**src/rtl/ram_copier.sv**
```systemverilog
// rtl/ram_copier.sv - block copy engine for a single-port RAM (one read, one write per word)
//
// Purpose
//   Copies i_len words from the region starting at i_src to the region starting
//   at i_dst of the attached RAM. Each word takes a read cycle (RD) followed by
//   a write cycle (WR). Address arithmetic wraps modulo 2**AWIDTH. Overlapping
//   regions are copied strictly forward.
//
// Ports
//   i_clk           clock, all state updates on the rising edge
//   i_rst_n         asynchronous reset, active-low
//   i_start         copy request, sampled only while idle
//   i_src           first source address, captured on an accepted start
//   i_dst           first destination address, captured on an accepted start
//   i_len           word count 0..2**AWIDTH, captured on an accepted start
//   o_busy          high in RD, WR and DONE
//   o_done          one-cycle pulse when the copy finishes
//   o_ram_addr      RAM address
//   o_ram_din       RAM write data
//   o_ram_write_en  RAM write strobe
//   i_ram_dout      RAM read data, combinational from o_ram_addr

module ram_copier #(
    parameter int WIDTH  = 16,
    parameter int AWIDTH = 8
) (
    input  logic              i_clk,
    input  logic              i_rst_n,
    input  logic              i_start,
    input  logic [AWIDTH-1:0] i_src,
    input  logic [AWIDTH-1:0] i_dst,
    input  logic [AWIDTH:0]   i_len,
    output logic              o_busy,
    output logic              o_done,
    output logic [AWIDTH-1:0] o_ram_addr,
    output logic [WIDTH-1:0]  o_ram_din,
    output logic              o_ram_write_en,
    input  logic [WIDTH-1:0]  i_ram_dout
);

    typedef enum logic [1:0] {
        S_IDLE = 2'd0,
        S_RD   = 2'd1,
        S_WR   = 2'd2,
        S_DONE = 2'd3
    } state_t;

    state_t            r_state;
    logic [AWIDTH-1:0] r_src_q;
    logic [AWIDTH-1:0] r_dst_q;
    logic [AWIDTH:0]   r_len_q;
    // One bit wider than an address so that a full-RAM copy (len = 2**AWIDTH)
    // can reach its terminal count.
    logic [AWIDTH:0]   r_idx;
    // Word fetched in RD; doubles as the write-data output register and is
    // cleared whenever no write is in progress.
    logic [WIDTH-1:0]  r_data_q;
    logic              r_busy;
    logic              r_done;
    logic [AWIDTH-1:0] r_ram_addr;
    logic              r_ram_write_en;

    logic [AWIDTH:0]   w_idx_inc;
    logic              w_last;
    logic [AWIDTH-1:0] w_wr_addr;
    logic [AWIDTH-1:0] w_next_rd_addr;

    assign w_idx_inc      = r_idx + {{AWIDTH{1'b0}}, 1'b1};
    assign w_last         = (w_idx_inc == r_len_q);
    // Both sums are AWIDTH bits wide, so the carry falls off and the regions wrap.
    assign w_wr_addr      = r_dst_q + r_idx[AWIDTH-1:0];
    assign w_next_rd_addr = r_src_q + w_idx_inc[AWIDTH-1:0];

    // Outputs are registered and loaded on the transition into each state, so
    // they are valid for the whole cycle the FSM spends in that state and never
    // depend combinationally on i_start.
    always_ff @(posedge i_clk or negedge i_rst_n) begin
        if (!i_rst_n) begin
            r_state        <= S_IDLE;
            r_src_q        <= '0;
            r_dst_q        <= '0;
            r_len_q        <= '0;
            r_idx          <= '0;
            r_data_q       <= '0;
            r_busy         <= 1'b0;
            r_done         <= 1'b0;
            r_ram_addr     <= '0;
            r_ram_write_en <= 1'b0;
        end else begin
            case (r_state)
                S_IDLE: begin
                    r_done         <= 1'b0;
                    r_ram_write_en <= 1'b0;
                    r_data_q       <= '0;
                    r_ram_addr     <= '0;
                    if (i_start) begin
                        r_src_q <= i_src;
                        r_dst_q <= i_dst;
                        r_len_q <= i_len;
                        r_idx   <= '0;
                        r_busy  <= 1'b1;
                        if (i_len != '0) begin
                            r_state    <= S_RD;
                            r_ram_addr <= i_src;
                        end else begin
                            r_state <= S_DONE;
                            r_done  <= 1'b1;
                        end
                    end
                end

                S_RD: begin
                    // The RAM read is combinational: the word at src+idx is on
                    // i_ram_dout now and is presented as write data in WR.
                    r_data_q       <= i_ram_dout;
                    r_ram_addr     <= w_wr_addr;
                    r_ram_write_en <= 1'b1;
                    r_state        <= S_WR;
                end

                S_WR: begin
                    r_ram_write_en <= 1'b0;
                    r_data_q       <= '0;
                    if (w_last) begin
                        r_state    <= S_DONE;
                        r_done     <= 1'b1;
                        r_ram_addr <= '0;
                    end else begin
                        r_idx      <= w_idx_inc;
                        r_state    <= S_RD;
                        r_ram_addr <= w_next_rd_addr;
                    end
                end

                S_DONE: begin
                    r_done         <= 1'b0;
                    r_busy         <= 1'b0;
                    r_ram_addr     <= '0;
                    r_ram_write_en <= 1'b0;
                    r_data_q       <= '0;
                    r_state        <= S_IDLE;
                end

                default: begin
                    r_state        <= S_IDLE;
                    r_busy         <= 1'b0;
                    r_done         <= 1'b0;
                    r_ram_addr     <= '0;
                    r_ram_write_en <= 1'b0;
                    r_data_q       <= '0;
                end
            endcase
        end
    end

    assign o_busy         = r_busy;
    assign o_done         = r_done;
    assign o_ram_addr     = r_ram_addr;
    assign o_ram_din      = r_data_q;
    assign o_ram_write_en = r_ram_write_en;

endmodule
```
**config.mk**
```make
export PLATFORM = sky130hd
export DESIGN_NAME = ram_copier
export DESIGN_NICKNAME = d
export VERILOG_FILES = /design/src/rtl/ram_copier.sv
export SDC_FILE = /design/constraint.sdc
export NUM_CORES = 1
export LEC_CHECK = 0
export BUFFER_PORTS_ARGS = -buffer_cell sky130_fd_sc_hd__buf_4
export CORE_MARGIN = 10
export CORE_UTILIZATION = 55
export CTS_CLUSTER_DIAMETER = 200
export DETAILED_ROUTE_END_ITERATION = 16
export PLACE_DENSITY = 0.88
export SLEW_MARGIN = 20
export SYNTH_ARGS = -nofsm -noshare
export SYNTH_HDL_FRONTEND = slang
export SYNTH_SLANG_ARGS = --single-unit
```
**constraint.sdc**
```tcl
create_clock -name i_clk -period 2.6 [get_ports i_clk]
set_input_delay 0.13 -clock i_clk [delete_from_list [all_inputs] [get_ports i_clk]]
set_output_delay 0.13 -clock i_clk [all_outputs]
set_load 0.005 [all_outputs]
```
==> results of run 1 <==
[registers in the layout, indices dropped and copies added, names as in the netlist]
signal	cells
o_busy	1
o_done	1
o_ram_addr	8
o_ram_din	16
o_ram_write_en	1
r_dst_q	8
r_idx	9
r_len_q	9
r_src_q	8
r_state	2
[stage by stage]
step / hold slack (ps) / util / std cells
floorplan: -165.6 / - / 301
CTS: 3.255 / 0.7284 / 472
global route: 17.84 / 0.7303 / 472
detailed placement: 263.5 / 0.6665 / 440
global placement: 249.6 / 0.6665 / 440
finish: 9.382 / 0.7303 / 472
[routing by layer]
layer / global-route usage / up-vias / routed length [µm]
met5: 0 / - / 0
met1: 0.2009 / 1343 / 3371
met2: 0.3213 / 119 / 4682
met3: 0.03524 / 38 / 496
met4: 0.1119 / 0 / 358
li1: - / 1248 / -
[cell usage after synthesis, drive strengths merged]
library cell,n,area share
a21o,6,0.014
mux2i,4,0.012
a22o,1,0.0026
mux2,24,0.081
xor2,11,0.029
clkbuf,8,0.0090
o21bai,4,0.0090
nor3,1,0.0015
o221ai,1,0.0026
nor2b,3,0.0056
clkinv,1,0.0011
nand4,1,0.0019
or3,2,0.0041
nand3,7,0.010
nor3b,1,0.0022
o31ai,1,0.0022
and2,16,0.030
dfrtp,63,0.47
o21ai,24,0.036
nand2,15,0.017
a221oi,1,0.0026
ha,15,0.056
or2,1,0.0019
nand2b,4,0.0075
o2bb2ai,1,0.0026
o22ai,5,0.011
inv,13,0.015
a32oi,8,0.023
a211oi,4,0.010
and3,5,0.012
a21oi,14,0.021
o2111ai,2,0.0071
buf,5,0.012
xnor2,15,0.042
xnor3,1,0.0067
nor2,9,0.010
fa,2,0.012
nor4,2,0.0037
[power by group]
part | internal (µW) | switching [µW] | total, µW
clock network | 484 | 372 | 857
registers | 1380 | 359 | 1740
logic | 1220 | 1180 | 2400
total | 3080 | 1910 | 5000
[logic make-up (layout without fill, tap and decap cells)]
family / after synthesis / count (layout) / synth area share
adder cells (fa/ha/maj): 17 / 17 / 0.06819
multiplexers: 28 / 28 / 0.09292
buffers and inverters: 27 / 123 / 0.03672
AO/OA/AOI/OAI: 72 / 72 / 0.1446
flip-flops: 63 / 63 / 0.4721
XOR/XNOR: 27 / 27 / 0.07718
AND/OR/NAND/NOR: 67 / 67 / 0.1083
[critical path, stage by stage (launching register included)]
cell	delay (ps)
dfrtp_2	430
ha_2	260
xor2_1	270
ha_1	340
nor2b_1	160
o21ai_0	290
nand2b_1	180
a21o_1	220
a21oi_1	170
xor2_1	160
o21ai_0	100
[timing repair]
| action | in CTS | in global routing |
|---|---|---|
| endpoints found under the hold margin | 79 | 0 |
| hold buffers | 17 | 0 |
| setup endpoints to repair | 0 | 9 |
| resized for setup | 0 | 6 |
[worst min-delay path by stage]
stage                  start                      to  slack, ps  depth (start not counted)
floorplan            i_rst_n      o_busy$_DFFE_PN0P_       -170                          0
global placement     i_rst_n  r_src_q[7]$_DFFE_PN0P_        250                          1
detailed placement   i_rst_n  r_src_q[7]$_DFFE_PN0P_        260                          1
CTS                 i_dst[4]  r_dst_q[4]$_DFFE_PN0P_          3                          2
global route        i_dst[4]  r_dst_q[4]$_DFFE_PN0P_         20                          2
finish              i_dst[4]  r_dst_q[4]$_DFFE_PN0P_          9                          2
[area by class of cell]
cell class / instances / area, µm² / area share
repair buffers: 94 / 748.2 / 0.1730
inverters: 14 / 52.55 / 0.01215
multi-input cells: 211 / 1653 / 0.3822
clock buffers: 11 / 151.4 / 0.03501
well taps: 75 / 93.84 / 0.02170
flip-flops and latches: 63 / 1580 / 0.3655
clock inverters: 4 / 45.04 / 0.01042
==> results by group, run 1 <==
STA
  – Final setup fails: 1
  – Worst-margin pin slew: between 700 and 800 ps
  – Final setup margin: -96.82 ps
  – Tmin final: between 2000 and 3000 ps
  – Worst setup skew after layout: 8.380 ps
  – Slew Limit Headroom: 0.4894
  – Final setup TNS: -96.82 ps
  – Fin. max-slew vios: 0
  – FMAX: between 300 and 400 MHz
  – Count of final hold-check violations: 0
  – Final Cycle Share: 1.037

Placement
  – Port Buf Inserts: 70
  – Placed cell area: 3946 µm²
  – Final GP Congestion: 0.9970
  – Post-DP HPWL: around 6000 µm
  – Worst slack, placed: about 180 ps

Global route
  – First-pass GRT wire length: approximately 14,000 µm
  – Vias in the first global route: roughly 2,900
  – GRT Util Overall: 0.1838
  – Initial antenna violation count: 0
  – Pin count of the biggest net entering global routing: 64
  – GRT overflow: 0

Pwr
  – P per Cell Area: 1156 nW/µm²
  – Overall Power: 5000 µW
  – Max VDD drop: a little over 600 µV
  – Leak: 0.002064 µW

Finish
  – Commonest cells after routing, fill and taps aside: buf_4 (77), dfrtp_1 (60), o21ai_0 (24), mux2_2 (24), dlygate4sd3_1 (17)
  – Most common cell after layout, fill and taps aside: buf_4
  – Fill cells: around 370
  – Ant diodes: 0
  – Final net count: 454
  – Share of cells above drive strength 1: 0.3350
  – Post-route cell area: between 4000 and 5000 µm²
  – Area grow syn2layout: 29.49%

Route
  – Drt first pass iters: 5
  – Antenna-violating nets left: 0
  – Wirelength, routed: 8908 µm
  – Drc violations: 0
  – Routed vias: about 2,700
  – DR iter-0 viols: around 210
  – Vias per cell: 5.822
  – Wirelength per Cell: between 15 and 20 µm

Clocking
  – CTS Sinks: 63
  – CTS root buffer: clkbuf_8
  – Clk buf depth: 2
  – CTS tree: done
  – CTS clk-pin slew, worst paths: 70 ps
  – Post-CTS Setup Inserts: 0
  – Worst-Skew Late Latency: between 300 and 400 ps
  – Total CTS buffers: 9
  – H-tree depth: 3

Setup path
  – Startpoint types: flop
  – FF-to-FF End: o_ram_addr[6]$_DFF_PN0_
  – Critical Path Source: r_idx[0]$_DFFE_PN0P_
  – Endpoint class of the critical path: flop
  – R2r startpoint: r_idx[0]$_DFFE_PN0P_
  – R2r setup slk: -100 ps
  – Crit Path Category: flop to flop
  – CP Data Required Time: between 2000 and 3000 ps
  – Critical Path End: o_ram_addr[6]$_DFF_PN0_
  – Worst-path maximum fanout: 6
  – Arrival @ worst endpoint: roughly 2900 ps
  – Reg2Reg Depth: 10

Synth
  – Synth Register Bits: 63
  – Synthesis warning total: 0
  – Synthesized area: between 3000 and 4000 µm²
  – Sequential area share after synthesis: 0.4721
  – Syn Nets: between 300 and 400
  – Cells after synthesis: 301
  – Post-synth cell types: slightly below 50
  – Syn_area_per_cell: 11.09 µm²

Die
  – Core area: between 5000 and 6000 µm²
  – Die area: approximately 9600 µm²
  – Initial Utilization: 0.5640
  – Die width: just under 100 µm
  – Die Ht: ~98 µm
  – Row Count: 28
  – # IOs: a little over 70

Run status
  – Failing checks: setup timing
  – Status: finished, violations left

Run
  – MaxCap Viol Count: 0

Hold path
  – Worst hold path type: primary input to flop
No activity file was read; power rests on OpenSTA's default activity.
==> run 2: changes to the inputs <==
- SETUP_SLACK_MARGIN: not set -> 0.5
- TNS_END_PERCENT: not set -> 50
==> results by group, run 2 (synthesized netlist as in run 1, its figures left out) <==
Run status
  – Status: finished, final reports clean

STA
  – Final setup TNS: 0 ps
  – FMAX: about 430 MHz
  – Slew Limit Headroom: 0.4752
  – Final Cycle Share: 0.8857
  – RSZ-0062 raised after global routing: yes
  – Final setup fails: 0
  – Count of final hold-check violations: 0
  – Worst-margin pin slew: 787.2 ps
  – Tmin final: 2303 ps
  – Worst setup skew after layout: 13.00 ps
  – Final setup margin: 297.2 ps
  – Fin. max-slew vios: 0

Pwr
  – Clock share of power: 0.181
  – Pint: roughly 3600 µW
  – Power share of the combinational group: 0.523
  – Switching pwr: ~2400 µW
  – Max VDD drop: 803.3 µV
  – P per Cell Area: around 1300 nW/µm²
  – Sw frac: 0.3988
  – Sequential power share: 0.297
  – Leak: 0.002174 µW

Clocking
  – Worst-Skew Late Latency: around 360 ps
  – CTS clk-pin slew, worst paths: ~70 ps
  – CTS tree: done
  – CTS Sinks: 63
  – Clk buf depth: 2
  – CTS root buffer: clkbuf_8
  – Total CTS buffers: 9
  – H-tree depth: 3

Run
  – MaxCap Viol Count: 0

Finish
  – Share of cells above drive strength 1: 0.4161
  – Most common cell after layout, fill and taps aside: buf_4
  – Area grow syn2layout: 38.85%
  – Largest register FFs: 16
  – Post-Layout Cell Count: slightly below 500
  – Final net count: around 470
  – Ant diodes: 0
  – Commonest cells after routing, fill and taps aside: buf_4 (87), dfrtp_1 (60), mux2_2 (24)
  – Post-route cell area: 4637 µm²

Global route
  – GRT Util Overall: 0.2098
  – Vias in the first global route: 3,058
  – GRT overflow: 0
  – Initial antenna violation count: 0
  – Pin count of the biggest net entering global routing: 64
  – First-pass GRT wire length: 16,080 µm

Route
  – Vias per cell: approximately 6.1
  – DR iter-0 viols: roughly 280
  – Routed vias: 2,983
  – Antenna-violating nets left: 0
  – Drt first pass iters: 5
  – Wirelength, routed: ~11,000 µm
  – Wirelength per Cell: approximately 22 µm
  – Drc violations: 0

Hold path
  – Hold Crit Depth: 2
  – Worst Hold End: r_dst_q[2]$_DFFE_PN0P_
  – Worst hold path type: primary input to flop
  – Min-delay src: i_dst[2]

Setup path
  – CP Data Required Time: around 2800 ps
  – Arrival @ worst endpoint: 2530 ps
  – FF-to-FF End: o_ram_addr[7]$_DFF_PN0_
  – R2r startpoint: r_idx[1]$_DFFE_PN0P_
  – Reg2Reg Depth: 9
  – Worst-path maximum fanout: 4
  – Crit Path Category: flop to flop
  – Startpoint types: flop
  – R2r setup slk: a little under 300 ps
  – Endpoint class of the critical path: flop

Placement
  – Placed cell area: 3974 µm²
  – Worst slack, placed: 166.1 ps
  – Final GP Congestion: 0.8960
  – Placed cell count: 440
  – Post-DP HPWL: ~6100 µm
  – Port Buf Inserts: 70

Die
  – Row Count: 28
  – Die width: a little under 100 µm
  – Initial Utilization: 0.5640
  – Die area: 9588 µm²
  – # IOs: 71
  – Core area: ~6000 µm²
  – Die Ht: roughly 98 µm
-- run 2: cell types whose count changed in the layout (fill, tap and decap cells not counted), moves of 3 or more --
cell and delta:
o21ai_0 -7, a21oi_1 -5, ha_4 +3, clkinv_2 -3, buf_4 +10, a21oi_2 +5, o21ai_1 +4, ha_1 -3
o21ai_2 +3
-- run 2: cell type report --
cell class	instances	area [µm²]
Multi-Input combinational cell	211	1808
Sequential cell	63	1580
Fill cell	315	1284
Inverter	14	52.55
Tap cell	75	93.84
Timing Repair Buffer	107	855.8
Clock inverter	5	105.1
Clock buffer	11	141.4
-- run 2: layer usage --
metal  GRT usage  share of wire
met1      0.2199           0.36
met2      0.3640           0.50
met3     0.06554          0.078
met4      0.1186          0.056
met5           0              0
-- run 2: worst max-delay path by stage --
stage | from | endpoint | slack, ps
finish | r_idx[1]$_DFFE_PN0P_ | o_ram_addr[7]$_DFF_PN0_ | 300
global route | r_idx[1]$_DFFE_PN0P_ | o_ram_addr[7]$_DFF_PN0_ | 190
CTS | r_idx[0]$_DFFE_PN0P_ | r_state[1]$_DFFE_PN0P_ | 350
detailed placement | r_idx[1]$_DFFE_PN0P_ | o_ram_addr[5]$_DFF_PN0_ | 170
global placement | r_idx[1]$_DFFE_PN0P_ | o_ram_addr[1]$_DFF_PN0_ | 310
floorplan | r_idx[1]$_DFFE_PN0P_ | r_idx[0]$_DFFE_PN0P_ | 430
-- run 2: power groups by stage --
stage          combinational [µW]  sequential (µW)  clock [µW]
2_1_floorplan                1700             1610           0
3_3_place_gp                 2240             1710           0
3_5_place_dp                 2360             1730           0
4_1_cts                      2670             1730        1070
5_1_grt                      3280             1790        1120
6_report                     3100             1760        1070
-- run 2: repair_timing --
| action | 4_1_cts | 5_1_grt |
|---|---|---|
| hold buffers | 16 | 2 |
| gates resized for setup | 21 | 16 |
| hold endpoints to repair | 78 | 2 |
| setup endpoints to repair | 19 | 19 |
| setup buffers | 9 | 3 |
| pin swaps | 12 | 10 |
-- run 2: critical path, stage by stage (launching register included) --
cell	delay, ps
dfrtp_2	470
buf_4	180
ha_1	270
a21o_1	200
a21oi_2	200
o21ai_1	160
o31ai_2	290
xnor2_1	120
a32oi_1	190
o21ai_1	100
-- run 2: through the flow --
| stage | power [µW] | hold slack [ps] | util |
|---|---|---|---|
| 2_1_floorplan | 3310 | -165.6 | - |
| 5_1_grt | 6192 | 4.094 | 0.7832 |
| 4_1_cts | 5465 | 4.281 | 0.7656 |
| 3_5_place_dp | 4092 | 269.6 | 0.6712 |
| 6_report | 5934 | 14.99 | 0.7832 |
| 3_3_place_gp | 3947 | 260.0 | 0.6712 |
